## src/rtl/param_load_ctrl_pkg.sv

```systemverilog
// Shared types and constants for the CIM parameter loader.
// PARAM_LOAD_TIMEOUT_EN (when defined) enables the read watchdog in param_load_ctrl.
package param_load_ctrl_pkg;

  localparam int N              = 22;   // bus word, Q10 fixed point
  localparam int Q              = 10;
  localparam int N_STORAGE      = 16;   // external memory word
  localparam int NUM_CIMS       = 64;
  localparam int PARAMS_PER_CIM = 528;
  localparam int NUM_PARAMS     = NUM_CIMS * PARAMS_PER_CIM;
  localparam int TIMEOUT_CYCLES = 1024;

  // clog2 that never collapses to a zero-width vector
  function automatic int clog2_min1(input int value);
    return (value > 1) ? $clog2(value) : 1;
  endfunction

  localparam int ADDR_W = clog2_min1(NUM_PARAMS);
  localparam int CIM_W  = clog2_min1(NUM_CIMS);
  localparam int WORD_W = clog2_min1(PARAMS_PER_CIM);

  typedef enum logic [1:0] {
    NOP                   = 2'd0,
    PARAM_STREAM_START_OP = 2'd1,
    PARAM_STREAM_OP       = 2'd2,
    BUS_RESERVED_OP       = 2'd3
  } BusOp_t;

  typedef enum logic [2:0] {
    S_IDLE      = 3'd0,
    S_WAIT_CIMS = 3'd1,
    S_START_CIM = 3'd2,
    S_REQ       = 3'd3,
    S_WAIT_DATA = 3'd4,
    S_SEND      = 3'd5,
    S_DONE      = 3'd6
  } plc_state_t;

endpackage

```

## src/rtl/param_load_ctrl_counter.sv

```systemverilog
// Team counter IP: synchronous clear (priority) and increment, async active-high reset.
module counter #(
  parameter int W = 8
) (
  input  logic         clk,
  input  logic         rst,
  input  logic         clr_i,
  input  logic         inc_i,
  output logic [W-1:0] count_o
);

  logic [W-1:0] count_q, count_d;

  always_comb begin
    count_d = count_q;
    if (clr_i)      count_d = '0;
    else if (inc_i) count_d = count_q + W'(1);
  end

  always_ff @(posedge clk or posedge rst) begin
    if (rst) count_q <= '0;
    else     count_q <= count_d;
  end

  assign count_o = count_q;

endmodule

```

## src/rtl/param_load_ctrl.sv

```systemverilog
// One-shot parameter loader: external memory -> sign-extend -> CIM bus broadcast.
// Optional read watchdog compiled in with `define PARAM_LOAD_TIMEOUT_EN.
module param_load_ctrl
  import param_load_ctrl_pkg::*;
#(
  parameter int NUM_CIMS_P       = NUM_CIMS,
  parameter int PARAMS_PER_CIM_P = PARAMS_PER_CIM,
  parameter int TIMEOUT_CYCLES_P = TIMEOUT_CYCLES,
  localparam int NP_L = NUM_CIMS_P * PARAMS_PER_CIM_P,
  localparam int AW   = clog2_min1(NP_L),
  localparam int CW   = clog2_min1(NUM_CIMS_P),
  localparam int WW   = clog2_min1(PARAMS_PER_CIM_P)
) (
  input  logic                 clk,
  input  logic                 rst_n,   // active-high despite the name
  input  logic                 start_param_load,
  input  logic                 all_cims_ready,
  input  logic                 ext_mem_data_valid,
  input  logic [N_STORAGE-1:0] ext_mem_data,
  output logic                 ext_mem_data_read_pulse,
  output logic [AW-1:0]        ext_mem_addr,
  output logic                 bus_req,
  input  logic                 bus_grant,
  output BusOp_t               bus_op,
  output logic [N-1:0]         bus_data,
  output logic [CW-1:0]        bus_target_or_sender,
  output logic                 busy,
  output logic                 done,
  output logic                 error,
  output plc_state_t           dbg_state
);

  plc_state_t     state_q, state_d;
  logic [N-1:0]   data_q, data_d;
  logic           clr_all, addr_inc, word_inc, cim_inc;
  logic [AW-1:0]  addr;
  logic [WW-1:0]  word_idx;
  logic [CW-1:0]  cim_idx;
  logic           addr_last, word_last, timeout;

  assign addr_last = (addr == AW'(NP_L - 1));
  assign word_last = (word_idx == WW'(PARAMS_PER_CIM_P - 1));

  // word_idx wraps per CIM; addr wraps after the final word so it idles at 0
  counter #(.W(AW)) u_addr (
    .clk(clk), .rst(rst_n), .clr_i(clr_all | (addr_inc & addr_last)),
    .inc_i(addr_inc), .count_o(addr));
  counter #(.W(WW)) u_word (
    .clk(clk), .rst(rst_n), .clr_i(clr_all | (word_inc & word_last)),
    .inc_i(word_inc), .count_o(word_idx));
  counter #(.W(CW)) u_cim (
    .clk(clk), .rst(rst_n), .clr_i(clr_all),
    .inc_i(cim_inc), .count_o(cim_idx));

`ifdef PARAM_LOAD_TIMEOUT_EN
  localparam int TW = clog2_min1(TIMEOUT_CYCLES_P);
  logic [TW-1:0] wd_cnt;
  logic          error_q;

  // Cleared while issuing the read, so the first WAIT_DATA cycle sees 0
  counter #(.W(TW)) u_watchdog (
    .clk(clk), .rst(rst_n), .clr_i(state_q == S_REQ),
    .inc_i(state_q == S_WAIT_DATA), .count_o(wd_cnt));

  assign timeout = (state_q == S_WAIT_DATA) && !ext_mem_data_valid &&
                   (wd_cnt == TW'(TIMEOUT_CYCLES_P - 1));

  always_ff @(posedge clk or posedge rst_n) begin
    if (rst_n)        error_q <= 1'b0;
    else if (clr_all) error_q <= 1'b0;
    else if (timeout) error_q <= 1'b1;
  end
  assign error = error_q;
`else
  assign timeout = 1'b0;
  assign error   = 1'b0;
`endif

  always_comb begin
    state_d                 = state_q;
    data_d                  = data_q;
    clr_all                 = 1'b0;
    addr_inc                = 1'b0;
    word_inc                = 1'b0;
    cim_inc                 = 1'b0;
    ext_mem_data_read_pulse = 1'b0;
    bus_req                 = 1'b0;
    bus_op                  = NOP;
    bus_data                = '0;
    bus_target_or_sender    = '0;
    busy                    = 1'b1;
    done                    = 1'b0;
    unique case (state_q)
      S_IDLE: begin
        busy = 1'b0;
        if (start_param_load) begin
          clr_all = 1'b1;
          state_d = S_WAIT_CIMS;
        end
      end
      S_WAIT_CIMS: if (all_cims_ready) state_d = S_START_CIM;
      S_START_CIM: begin
        bus_req = 1'b1;
        if (bus_grant) begin
          bus_op               = PARAM_STREAM_START_OP;
          bus_target_or_sender = cim_idx;
          bus_data             = N'(PARAMS_PER_CIM_P);
          state_d              = S_REQ;
        end
      end
      S_REQ: begin
        ext_mem_data_read_pulse = 1'b1;
        state_d                 = S_WAIT_DATA;
      end
      S_WAIT_DATA: begin
        if (ext_mem_data_valid) begin
          data_d  = {{(N - N_STORAGE){ext_mem_data[N_STORAGE-1]}}, ext_mem_data};
          state_d = S_SEND;
        end else if (timeout) begin
          state_d = S_IDLE;
        end
      end
      S_SEND: begin
        bus_req = 1'b1;
        if (bus_grant) begin
          bus_op               = PARAM_STREAM_OP;
          bus_target_or_sender = cim_idx;
          bus_data             = data_q;
          addr_inc             = 1'b1;
          word_inc             = 1'b1;
          if (addr_last) begin
            state_d = S_DONE;
          end else if (word_last) begin
            cim_inc = 1'b1;
            state_d = S_START_CIM;
          end else begin
            state_d = S_REQ;
          end
        end
      end
      S_DONE: begin
        busy    = 1'b0;
        done    = 1'b1;
        state_d = S_IDLE;
      end
      default: begin
        busy    = 1'b0;
        state_d = S_IDLE;
      end
    endcase
  end

  always_ff @(posedge clk or posedge rst_n) begin
    if (rst_n) begin
      state_q <= S_IDLE;
      data_q  <= '0;
    end else begin
      state_q <= state_d;
      data_q  <= data_d;
    end
  end

  assign ext_mem_addr = addr;
  assign dbg_state    = state_q;

endmodule

```

## config.mk

```make
export PLATFORM = sky130hd
export DESIGN_NAME = param_load_ctrl
export DESIGN_NICKNAME = d
export VERILOG_FILES = /design/src/rtl/param_load_ctrl_pkg.sv /design/src/rtl/param_load_ctrl_counter.sv /design/src/rtl/param_load_ctrl.sv
export SDC_FILE = /design/constraint.sdc
export NUM_CORES = 1
export LEC_CHECK = 0
export BUFFER_PORTS_ARGS = -buffer_cell sky130_fd_sc_hd__buf_2
export CAP_MARGIN = 15
export CORE_MARGIN = 2
export CORE_UTILIZATION = 55
export CTS_BUF_LIST = sky130_fd_sc_hd__clkbuf_8
export DETAILED_ROUTE_END_ITERATION = 8
export PLACE_DENSITY = 0.91
export SLEW_MARGIN = 25
export SYNTH_ARGS = -nofsm -noshare
export SYNTH_HDL_FRONTEND = slang
export SYNTH_SLANG_ARGS = --single-unit
```

## constraint.sdc

```tcl
create_clock -name clk -period 4.16 [get_ports clk]
set_clock_uncertainty 0.05 [all_clocks]
set_input_delay 0.208 -clock clk [delete_from_list [all_inputs] [get_ports clk]]
set_output_delay 0.208 -clock clk [all_outputs]
set_load 0.1 [all_outputs]
```

* Yosys cells after proc, flatten, opt, wreduce, memory -nomap -nowiden *
Cells that the tools add are included.

operators by class
  add/sub/neg operators = 3
  equality and inequality tests = 13
  mux-type cells = 34
  bitwise gates (word level) = 4
  reduce and logical (&&, ||, !) cells = 8

operator list
  cell                                                                   number
  22-bit case mux with 2 select lines                                    1
  16-bit two-way mux                                                     2
  10-bit two-way mux                                                     3
  6-bit two-way mux                                                      4
  22-bit two-way mux                                                     1
  3-bit two-way mux                                                      6
  3-bit case mux with 6 select lines                                     1
  16-bit by 1-bit adder with 16-bit output, second input constant        1
  16-bit equality test, second input constant                            1
  1-bit two-way mux                                                      14
  10-bit by 1-bit adder with 10-bit output, second input constant        1
  10-bit equality test, second input constant                            1
  2-bit inequality test, second input constant                           5
  3-bit equality test, second input constant                             3
  6-bit by 1-bit adder with 6-bit output, second input constant          1
  3-bit by 2-bit equality test with 1-bit output, second input constant  2
  2-bit nonzero test                                                     3
  5-bit AND reduction                                                    1
  5-bit OR reduction                                                     1
  2-bit case mux with 2 select lines                                     1
  3-bit by 1-bit equality test with 1-bit output, second input constant  1
  3-bit zero test                                                        1
  1-bit AND                                                              2
  2-bit two-way mux                                                      1
  3 further kinds                                                        4

storage, ports and cells
  register bits = 51
  input port bits = 22
  output and inout port bits = 54
  word-level logic and storage cells = 67

* Longest topological paths before layout *
Gate-level depths: netlist of run 1.

  word-level depth = 7
  mapped depth = 7
  gate-level depth less buffers = 5

* Cells and area by module *
From an unflattened synthesis of run 1, not the netlist that was laid out.

unflattened totals
  cells, all modules = 278
  area, all modules = 2,772.7 µm²

by module, submodules not included
  module            times used  cells each  area an instance (µm²)  seq. area each (µm²)
  param_load_ctrl   1           120         1,193.6                 475.5
  counter (u_addr)  1           82          808.3                   400.4
  counter (u_word)  1           49          493.0                   250.2
  counter (u_cim)   1           27          277.8                   150.1

* Worst setup path after synthesis of run 1 *
No wires, ideal clock.

  path type = register to output
  from = register state_q[0] (netlist: dbg_state[0])
  to = output bus_data[16]
  data arrival time = 3,853 ps
  data required time = 3,902 ps
  path slack = 49 ps
  stages on the path, launching flop included = 7
  buffers on the path = 4
  cell sequence = dfrtp_1 -> buf_6 -> and4b_1 -> buf_2 -> clkbuf_1 -> and2_1 -> buf_4

between the ends
  cells in the longest elaborated chain, start to end = 2
  elaborated cells on any way between the ends = 3
  those cells by class = eq/ne (2); mux (1)

RTL lines
  element                                                                                       line                    source
  from (decl)                                                                                   param_load_ctrl.sv:33   plc_state_t state_q, state_d;
  from (signal assigned)                                                                        param_load_ctrl.sv:158  state_q <= state_d;
  3-bit equality test / 3-bit by 2-bit equality test with 1-bit output (equally long branches)  param_load_ctrl.sv:93   unique case (state_q)
  22-bit case mux with 2 select lines (*)                                                       param_load_ctrl.sv:93
  to (decl)                                                                                     param_load_ctrl.sv:25   output logic [N-1:0] bus_data,

Every way passes the cells marked *; elsewhere a longest branch is shown, timed or not.

* Worst setup path after layout of run 1 *
  from = register state_q[0] (netlist: dbg_state[0])
  to = register u_cim.count_q[2] (netlist: u_cim.count_o[2])

between the ends
  cells in the longest elaborated chain, start to end = 3
  elaborated cells on any way between the ends = 6
  those cells by class = eq/ne (1); mux (3); reduce/logical (2)

RTL lines
  element                                                                   line                           source
  3-bit equality test / 3-bit zero test (equally long branches)             param_load_ctrl.sv:93
  1-bit two-way mux                                                         param_load_ctrl.sv:93
  2-bit nonzero test (no line) / 6-bit two-way mux (equally long branches)  n/a
  to (signal assigned)                                                      param_load_ctrl_counter.sv:22  else count_q <= count_d;
  to (decl)                                                                 param_load_ctrl_counter.sv:12  logic [W-1:0] count_q, count_d;

Parallel ways exist; a longest one is shown, timed or not.
A chain may end at the register's enable or synchronous reset.

==> run_results.csv, run 1 <==
group,metric,value,unit
logic_synthesis,yosys.area.top_type,"dfrtp_1",
routing,dr.pass1.iters,4,
placement,dpl_cell_area,3160,um^2
routing,routed_via_density,5.99,
logic_synthesis,netlist_instances,289,
timing,tightest_slew,1010,ps
routing,avgRoutedWirePerCell,15.9,um
worst_setup_path,crit_path_cell_trace,"and4b_1, nand4_1, or4_1, a21oi_1",
global_routing,antenna_found_initial,0,
pwr,power.density,548,nW/um^2
clock_network,ctsResizeCount,0,
worst_setup_path,required,4340,ps
floorplanning,die_area,5730,um^2
job,drv_cap,0,
logic_synthesis,seq_area_frac_synth,45.2,%
status,outcome,"finished clean",
timing,slew_headroom,32.4,%
cells_and_area,area_growth,16.6,%
floorplanning,core-area,5040,um^2
logic_synthesis,ys_warn_count,0,
routing,finalWirelength,6650,um
placement,place_ws,1400,ps
clock_network,clock_path_buffers,2,
placement,dp_hpwl,4650,um
clock_network,cts_buffers,5,
timing,finalCritPeriodShare,68.1,%
clock_network,h-tree-depth,2,
worst_setup_path,cp.arrival,3020,ps
logic_synthesis,synth_edf_count,0,
global_routing,grt_max_degree,52,
pwr,cellLeakagePower,1.57,nW
logic_synthesis,synth_ff_type,"dfrtp_1",
worst_setup_path,critPathLaunchType,"flip-flop",
floorplanning,die_y,75.7,um
logic_synthesis,yosys.cell_count.top_type,"dfrtp_1",
clock_network,cts.sinks,51,
cells_and_area,fin_cells,419,
timing,slew_violations,0,
logic_synthesis,synth_seq_cells,51,
logic_synthesis,syn-num-nets,314,
pwr,peakVddDrop,551,uV
clock_network,clkTransAtPathRegs,100,ps
logic_synthesis,synthArstFlopShare,100,%
placement,port_buffers,74,
placement,gp_congestion,0.847,
timing,fmax,353,MHz
clock_network,cts-root-buf,"clkbuf_8",
timing,setup_violations,0,
cells_and_area,design_area,3300,um^2
routing,drt_iter0_drc,222,
pwr,fin_total_pwr,1.80,mW
clock_network,ctsHoldBuffers,1,
worst_setup_path,slowest_stage,"and4b_1",
timing,finalSetupTns,0,ps
global_routing,grt_pass1_vias,2525,
timing,rsz0062_at_grt,"no",
timing,period_needed,2830,ps
worst_setup_path,path_class,"flip-flop to flip-flop",
logic_synthesis,synth_top_area_share,45.2,%
global_routing,gr-total-overflow,0,
cells_and_area,nets,373,
global_routing,grt.total_usage,25.4,%
cells_and_area,insertedDiodeCount,0,
clock_network,clk_latency,320,ps
global_routing,grt_pass1_wl,11200,um
logic_synthesis,syn_avg_cell_area,9.78,um^2
clock_network,cts_setup_buffers,0,
cells_and_area,final_core_util,65.4,%
cells_and_area,drive_above_1_share,30.4,%
floorplanning,start_util,56.1,%
floorplanning,row_count,26,
routing,ant_nets,0,
timing,layout_setup_ws,1330,ps
timing,hold_slack,69.5,ps
logic_synthesis,synth_area_leaders,"dfrtp_1 (45%), mux2_2 (6.4%), a21oi_1 (4.1%)",
worst_setup_path,max_stage_delay,780,ps
logic_synthesis,synth_cell_types,49,
worst_hold_path,hp-class,"input pin to flip-flop",
logic_synthesis,syn_area,2830,um^2
worst_setup_path,worstPathMaxFanout,24,
clock_network,cts_tree,"built",
logic_synthesis,synth_common_cells,"dfrtp_1 (51), a21oi_1 (23), nand2_1 (19)",
floorplanning,io_pins,76,
worst_setup_path,critPathCaptureType,"flip-flop",
floorplanning,die_w,75.7,um
timing,hold_violations,0,
routing,drc_errors,0,
routing,vias,2511,
placement,post-place-cells,410,
-- layer usage --
metal | GRT usage, % | up-vias | share of wire (%)
li1 | - | 1178 | -
met5 | 0 | - | 0
met2 | 41.4 | 95 | 49
met3 | 7.01 | 10 | 6.8
met4 | 8.97 | 0 | 1.3
met1 | 32.8 | 1228 | 43
-- cell usage in the layout (no fill, tap or decap), types with 4 or more instances in the layout --
master,count
nand3_1,17
inv_1,4
buf_2,74
dfrtp_1,51
mux2_2,16
o31ai_1,9
o21ai_0,12
and2_1,14
and4_1,4
nor2_1,12
and3_1,11
a21oi_1,23
nand4_1,6
or4_1,9
or3_1,10
xnor2_1,5
nand2_1,19
clkbuf_8,6
-- flip-flops by register name, indices dropped and copies added, names as in the netlist --
register        count
u_addr.count_o     16
data_q             16
u_cim.count_o       6
u_word.count_o     10
dbg_state           3
-- worst max-delay path, delay by kind of cell (launching register included) --
kind,cells,cell delay [ps]
DFF,1,700
and+or+nand+nor,3,1820
AOI/OAI and AO/OA,1,170
-- worst paths after layout --
| path | cells past startpoint | slack, ps | start | to |
|---|---|---|---|---|
| hold reg to reg | 1 | 460 | data_q[12] | data_q[12] |
| setup reg to reg | 4 | 1330 | dbg_state[0] | u_cim.count_o[2] |
| hold / removal | 2 | 70 | ext_mem_data[2] | data_q[2] |
| max in group asynchronous | 3 | 3150 | rst_n | u_word.count_o[2] |
| min in group asynchronous | 3 | 480 | rst_n | data_q[6] |
| setup / recovery | 4 | 1330 | dbg_state[0] | u_cim.count_o[2] |
-- power by group --
group          leakage, nW  total (mW)  internal (mW)  switching [mW]
Sequential           0.678       0.711          0.598           0.113
Combinational        0.833       0.716          0.170           0.547
Clock               0.0618       0.377          0.198           0.178
Total                 1.57        1.80          0.966           0.839
-- kinds of logic after synthesis --
group	after synthesis	synth area share, %
DFF	51	45.2
buffers and inverters	29	5.36
and+or+nand+nor	117	24.3
adders and majority gates	3	1.33
xor gates and xnor gates	8	2.48
other	1	0.133
AOI/OAI and AO/OA	63	14.5
muxes	17	6.73
-- cell type report --
class,instances,area [um^2]
Inverter,6,25.0
Timing Repair Buffer,75,380
Fill cell,389,1750
Multi-Input combinational cell,209,1410
Clock inverter,2,38.8
Sequential cell,51,1280
Tap cell,70,87.6
Clock buffer,6,82.6
No activity file was read; power rests on OpenSTA's default activity.
==> run 2, diff against run 1 <==
--- a/config.mk
+++ b/config.mk
@@ -8,10 +8,10 @@
 export BUFFER_PORTS_ARGS = -buffer_cell sky130_fd_sc_hd__buf_2
 export CAP_MARGIN = 15
 export CORE_MARGIN = 2
-export CORE_UTILIZATION = 55
+export CORE_UTILIZATION = 49
 export CTS_BUF_LIST = sky130_fd_sc_hd__clkbuf_8
 export DETAILED_ROUTE_END_ITERATION = 8
-export PLACE_DENSITY = 0.91
+export PLACE_DENSITY = 0.86
 export SLEW_MARGIN = 25
 export SYNTH_ARGS = -nofsm -noshare
 export SYNTH_HDL_FRONTEND = slang
==> constraint.sdc (replaced) <==
create_clock -name clk -period 2.5 [get_ports clk]
set_clock_uncertainty 0.05 [all_clocks]
set_input_delay 0.125 -clock clk [delete_from_list [all_inputs] [get_ports clk]]
set_output_delay 0.125 -clock clk [all_outputs]
set_load 0.1 [all_outputs]
==> run 2 against run 1 <==
Via count down 1.0%. Core utilization is 2.3 points lower. Combinational power up 76%.
==> run_results.csv, run 2 (synthesis gave the netlist of run 1 again) <==
group,metric,value,unit
status,outcome,"finished clean",
placement,dp_hpwl,4510,um
floorplanning,die_area,6390,um^2
clock_network,ctsHoldBuffers,10,
routing,drc_errors,0,
global_routing,grt_pass1_vias,2179,
floorplanning,io_pins,76,
routing,vias,2485,
clock_network,cts.sinks,51,
clock_network,cts_buffers,5,
floorplanning,die_w,80.0,um
routing,routed_via_density,5.62,
placement,port_buffers,74,
worst_setup_path,worstPathMaxFanout,22,
floorplanning,core-area,5540,um^2
clock_network,ctsResizeCount,0,
pwr,internal_power,1.52,mW
routing,finalWirelength,6350,um
routing,drt_iter0_drc,219,
pwr,cellLeakagePower,1.64,nW
worst_setup_path,critPathCaptureType,"output port",
worst_setup_path,critPathLaunchType,"flip-flop",
timing,setup_violations,0,
clock_network,cts_setup_buffers,0,
pwr,seqPwrFrac,40.3,%
timing,period_needed,2220,ps
global_routing,grt_max_degree,33,
floorplanning,row_count,27,
cells_and_area,drive_above_1_share,36.2,%
floorplanning,die_y,80.0,um
worst_hold_path,worstHoldStart,"ext_mem_data[4]",
cells_and_area,final_common_cell,"buf_2",
placement,place_ws,329,ps
timing,fmax,450,MHz
routing,avgRoutedWirePerCell,14.4,um
timing,finalCritPeriodShare,88.9,%
worst_hold_path,hp-class,"input pin to flip-flop",
pwr,peakVddDrop,1110,uV
worst_setup_path,r2r-start,"dbg_state[0]",
pwr,comb_power_share,43.9,%
clock_network,h-tree-depth,2,
clock_network,cts_tree,"built",
global_routing,antenna_found_initial,0,
worst_setup_path,critPathLaunch,"dbg_state[0]",
pwr,power.share.switching,47.1,%
worst_setup_path,path_class,"flip-flop to output port",
job,drv_cap,0,
worst_setup_path,cp.arrival,2050,ps
clock_network,clk_latency,300,ps
cells_and_area,area_growth,23.7,%
timing,hold_violations,0,
pwr,fin_total_pwr,2.88,mW
pwr,power.density,824,nW/um^2
timing,layout_setup_ws,279,ps
worst_setup_path,required,2330,ps
clock_network,cts-root-buf,"clkbuf_8",
timing,slew_headroom,51.0,%
cells_and_area,nets,394,
pwr,switching_power,1.36,mW
timing,finalSetupTns,0,ps
global_routing,grt_pass1_wl,10100,um
clock_network,clkTransAtPathRegs,90,ps
timing,tightest_slew,734,ps
routing,ant_nets,0,
cells_and_area,final_cell_mix,"buf_2 (74), dfrtp_1 (48), a21oi_1 (22)",
pwr,pwr-share-clk,15.8,%
cells_and_area,insertedDiodeCount,0,
floorplanning,start_util,51.0,%
routing,dr.pass1.iters,4,
cells_and_area,final_core_util,63.1,%
placement,gp_congestion,0.873,
global_routing,grt.total_usage,19.7,%
clock_network,clock_path_buffers,2,
timing,slew_violations,0,
global_routing,gr-total-overflow,0,
timing,rsz0062_at_grt,"no",
-- run 2: cell type report --
cell class	instances	area (um^2)
clock buffer	5	68.8
clock inverter	3	20.0
fill	450	2040
inverter	6	22.5
multi-input combinational	209	1440
sequential	51	1280
tap	72	90.1
timing repair buffer	96	571
-- run 2: final timing paths --
| kind | to | slack (ps) | cells after the start |
|---|---|---|---|
| worst min register to register | data_q[13] | 450 | 1 |
| worst max-delay path | bus_data[15] | 280 | 4 |
| worst min-delay path | data_q[4] | 10 | 2 |
| worst max register to register | u_addr.count_o[15] | 290 | 4 |
| min in group asynchronous | u_addr.count_o[14] | 370 | 4 |
| max in group asynchronous | dbg_state[0] | 1670 | 4 |
-- run 2: critical path, cell delays in order (launching register included) --
cell and delay [ps]:
dfrtp_2 560, and4b_1 290, buf_4 260, and2_4 210
buf_2 420
-- run 2: stage by stage --
stage | hold WS [ps] | instance area (um^2) | cells
2_1_floorplan | 227 | 2900 | 289
3_3_place_gp | 125 | 3270 | 420
3_5_place_dp | 132 | 3270 | 420
4_1_cts | 1.81 | 3460 | 438
5_1_grt | 1.96 | 3500 | 442
6_report | 13.8 | 3500 | 442
-- run 2: power groups by stage --
stage	Sequential [mW]	Clock, mW	Combinational [mW]
after global placement	1.16	0	1.23
final	1.16	0.456	1.26
after detailed placement	1.18	0	1.25
after CTS	1.16	0.478	1.26
after global routing	1.19	0.511	1.32
after floorplan	1.28	0	0.941
-- run 2: per-layer routing --
layer	GRT usage, %	routed length (um)
met1	27.7	2960
met2	31.9	2990
met3	3.85	341
met4	4.07	53
met5	0	0
==> run 3, diff against run 2 <==
--- a/config.mk
+++ b/config.mk
@@ -8,10 +8,11 @@
 export BUFFER_PORTS_ARGS = -buffer_cell sky130_fd_sc_hd__buf_2
 export CAP_MARGIN = 15
 export CORE_MARGIN = 2
-export CORE_UTILIZATION = 49
+export CORE_UTILIZATION = 54
 export CTS_BUF_LIST = sky130_fd_sc_hd__clkbuf_8
+export CTS_CLUSTER_DIAMETER = 100
 export DETAILED_ROUTE_END_ITERATION = 8
-export PLACE_DENSITY = 0.86
+export PLACE_DENSITY = 0.9
 export SLEW_MARGIN = 25
 export SYNTH_ARGS = -nofsm -noshare
 export SYNTH_HDL_FRONTEND = slang
==> constraint.sdc (replaced) <==
create_clock -name clk -period 2.25 [get_ports clk]
set_clock_uncertainty 0.05 [all_clocks]
set_input_delay 0.1125 -clock clk [delete_from_list [all_inputs] [get_ports clk]]
set_output_delay 0.1125 -clock clk [all_outputs]
set_load 0.1 [all_outputs]
==> run 3 against run 2 <==
The run now ends with hold timing left. Cell count increased by 0.68%. Critical path depth unchanged. Flip-flop and latch count did not move. Sequential power rose by 10%. Via count grew 13%. Total power is 25% higher. Sequential share of layout area shrank 4.1 points. Critical path type unchanged. Largest power group unchanged.
==> run_results.csv, run 3 (synthesis gave the netlist of run 1 again) <==
group,metric,value,unit
floorplanning,core-area,5070,um^2
routing,dr.pass1.iters,5,
cells_and_area,final_common_cell,"buf_2",
placement,place_ws,196,ps
global_routing,grt.total_usage,27.6,%
routing,drt_iter0_drc,442,
clock_network,h-tree-depth,2,
pwr,internal_power,1.94,mW
clock_network,clk_latency,310,ps
floorplanning,row_count,26,
timing,slew_headroom,60.0,%
routing,routed_via_density,6.31,
placement,port_buffers,74,
timing,hold_violations,1,
global_routing,grt_pass1_wl,12900,um
clock_network,cts.sinks,51,
worst_setup_path,slowest_stage,"dfrtp_2",
global_routing,grt_pass1_vias,2585,
timing,fmax,453,MHz
clock_network,cts_tree,"built",
routing,drc_errors,0,
timing,layout_setup_ws,42.5,ps
worst_setup_path,required,2090,ps
floorplanning,start_util,55.7,%
cells_and_area,area_growth,40.7,%
placement,dp_hpwl,5380,um
worst_setup_path,critPathCaptureType,"output port",
timing,finalCritPeriodShare,98.1,%
timing,slew_violations,0,
worst_hold_path,hp-class,"input pin to flip-flop",
pwr,pwr-share-clk,16.0,%
worst_setup_path,crit_path_cell_trace,"and4b_1, buf_4, and2_4, buf_12",
status,failed_checks,"hold timing",
cells_and_area,final_cell_mix,"buf_2 (47), dfrtp_1 (38), buf_12 (25)",
worst_setup_path,r2r_slack,90,ps
job,drv_cap,0,
pwr,seqPwrFrac,35.4,%
pwr,power.density,908,nW/um^2
global_routing,antenna_found_initial,0,
routing,vias,2810,
timing,tightest_slew,599,ps
floorplanning,io_pins,76,
worst_setup_path,crit_cells,4,
pwr,peakVddDrop,1020,uV
routing,avgRoutedWirePerCell,18.9,um
clock_network,cts-root-buf,"clkbuf_8",
worst_setup_path,worstPathMaxFanout,20,
worst_hold_path,worstHoldStart,"ext_mem_data[5]",
worst_setup_path,critPathTopFamily,"simple AND/OR/NAND/NOR gates",
floorplanning,die_w,76.3,um
cells_and_area,drive_above_1_share,42.7,%
timing,period_needed,2210,ps
worst_hold_path,min_to,"data_q[5]",
timing,setup_violations,0,
worst_setup_path,max_stage_delay,490,ps
global_routing,grt_max_degree,27,
worst_hold_path,min_path_cells,2,
routing,finalWirelength,8410,um
cells_and_area,nets,399,
clock_network,clkTransAtPathRegs,90,ps
clock_network,clock_path_buffers,2,
pwr,switching_power,1.68,mW
global_routing,gr-total-overflow,0,
worst_setup_path,r2r_end,"u_addr.count_o[13]",
pwr,comb_power_share,48.6,%
worst_setup_path,rr_worst_depth,5,
worst_setup_path,critPathLaunchType,"flip-flop",
floorplanning,die_area,5830,um^2
worst_setup_path,r2r-start,"dbg_state[2]",
clock_network,cts_buffers,5,
status,outcome,"finished, violations left",
placement,gp_congestion,0.995,
pwr,cellLeakagePower,1.73,nW
worst_setup_path,path_buf_inv,2,
routing,ant_nets,0,
cells_and_area,insertedDiodeCount,0,
placement,dpl_cell_area,3700,um^2
cells_and_area,design_area,3980,um^2
pwr,power.share.switching,46.4,%
worst_setup_path,path_class,"flip-flop to output port",
timing,hold_slack,-7.63,ps
worst_setup_path,cp.arrival,2040,ps
floorplanning,die_y,76.3,um
[run 3: how the worst max path moves through the flow]
stage	endpoint	from	slack, ps
6_report	bus_data[17]	dbg_state[1]	40
5_1_grt	bus_target_or_sender[4]	dbg_state[0]	-10
4_1_cts	bus_data[17]	dbg_state[2]	30
3_5_place_dp	u_cim.count_o[2]	u_word.count_o[6]	200
3_3_place_gp	u_word.count_o[9]	dbg_state[2]	300
2_1_floorplan	done	dbg_state[1]	-230
[run 3: repair_timing]
action / 4_1_cts / 5_1_grt
buffers inserted: 0 / 4
setup endpoints to repair: 0 / 15
hold buffers: 12 / 0
gates resized for setup: 0 / 5
hold endpoints to repair: 36 / 0
[run 3: per-layer routing]
metal | share of wire [%] | global-route usage (%)
met5 | 0 | 0
met2 | 50 | 46.5
met3 | 9.8 | 5.69
met1 | 37 | 35.5
met4 | 3.3 | 10.0
[run 3: worst reg2reg max path: stages (launching register included)]
cell and delay, ps:
dfrtp_2 460, buf_12 150, nor3b_2 300, o2111ai_1 310, or4_1 600, a21oi_1 210
[run 3: stage by stage]
step / std cells / total power [mW] / utilization [%] / TNS (ps)
finish: 445 / 3.61 / 78.4 / 0
global route: 445 / 3.73 / 78.4 / -48.2
CTS: 441 / 3.50 / 77.2 / 0
detailed placement: 421 / 2.92 / 72.9 / 0
global placement: 421 / 2.85 / 72.9 / 0
floorplan: 289 / 2.54 / - / -369
[run 3: cell type report]
cell class | instances | area (um^2)
flip-flops and latches | 51 | 1290
multi-input cells | 209 | 1490
well taps | 70 | 87.6
clock buffers | 7 | 96.3
inverters | 6 | 22.5
fillers | 280 | 1100
clock inverters | 1 | 3.75
repair buffers | 101 | 983
[run 3: power by group through the flow]
| stage | combinational, mW | clock [mW] | sequential (mW) |
|---|---|---|---|
| after floorplan | 1.11 | 0 | 1.43 |
| after global placement | 1.58 | 0 | 1.27 |
| after detailed placement | 1.62 | 0 | 1.30 |
| after CTS | 1.65 | 0.572 | 1.28 |
| after global routing | 1.81 | 0.617 | 1.30 |
| final | 1.75 | 0.578 | 1.28 |
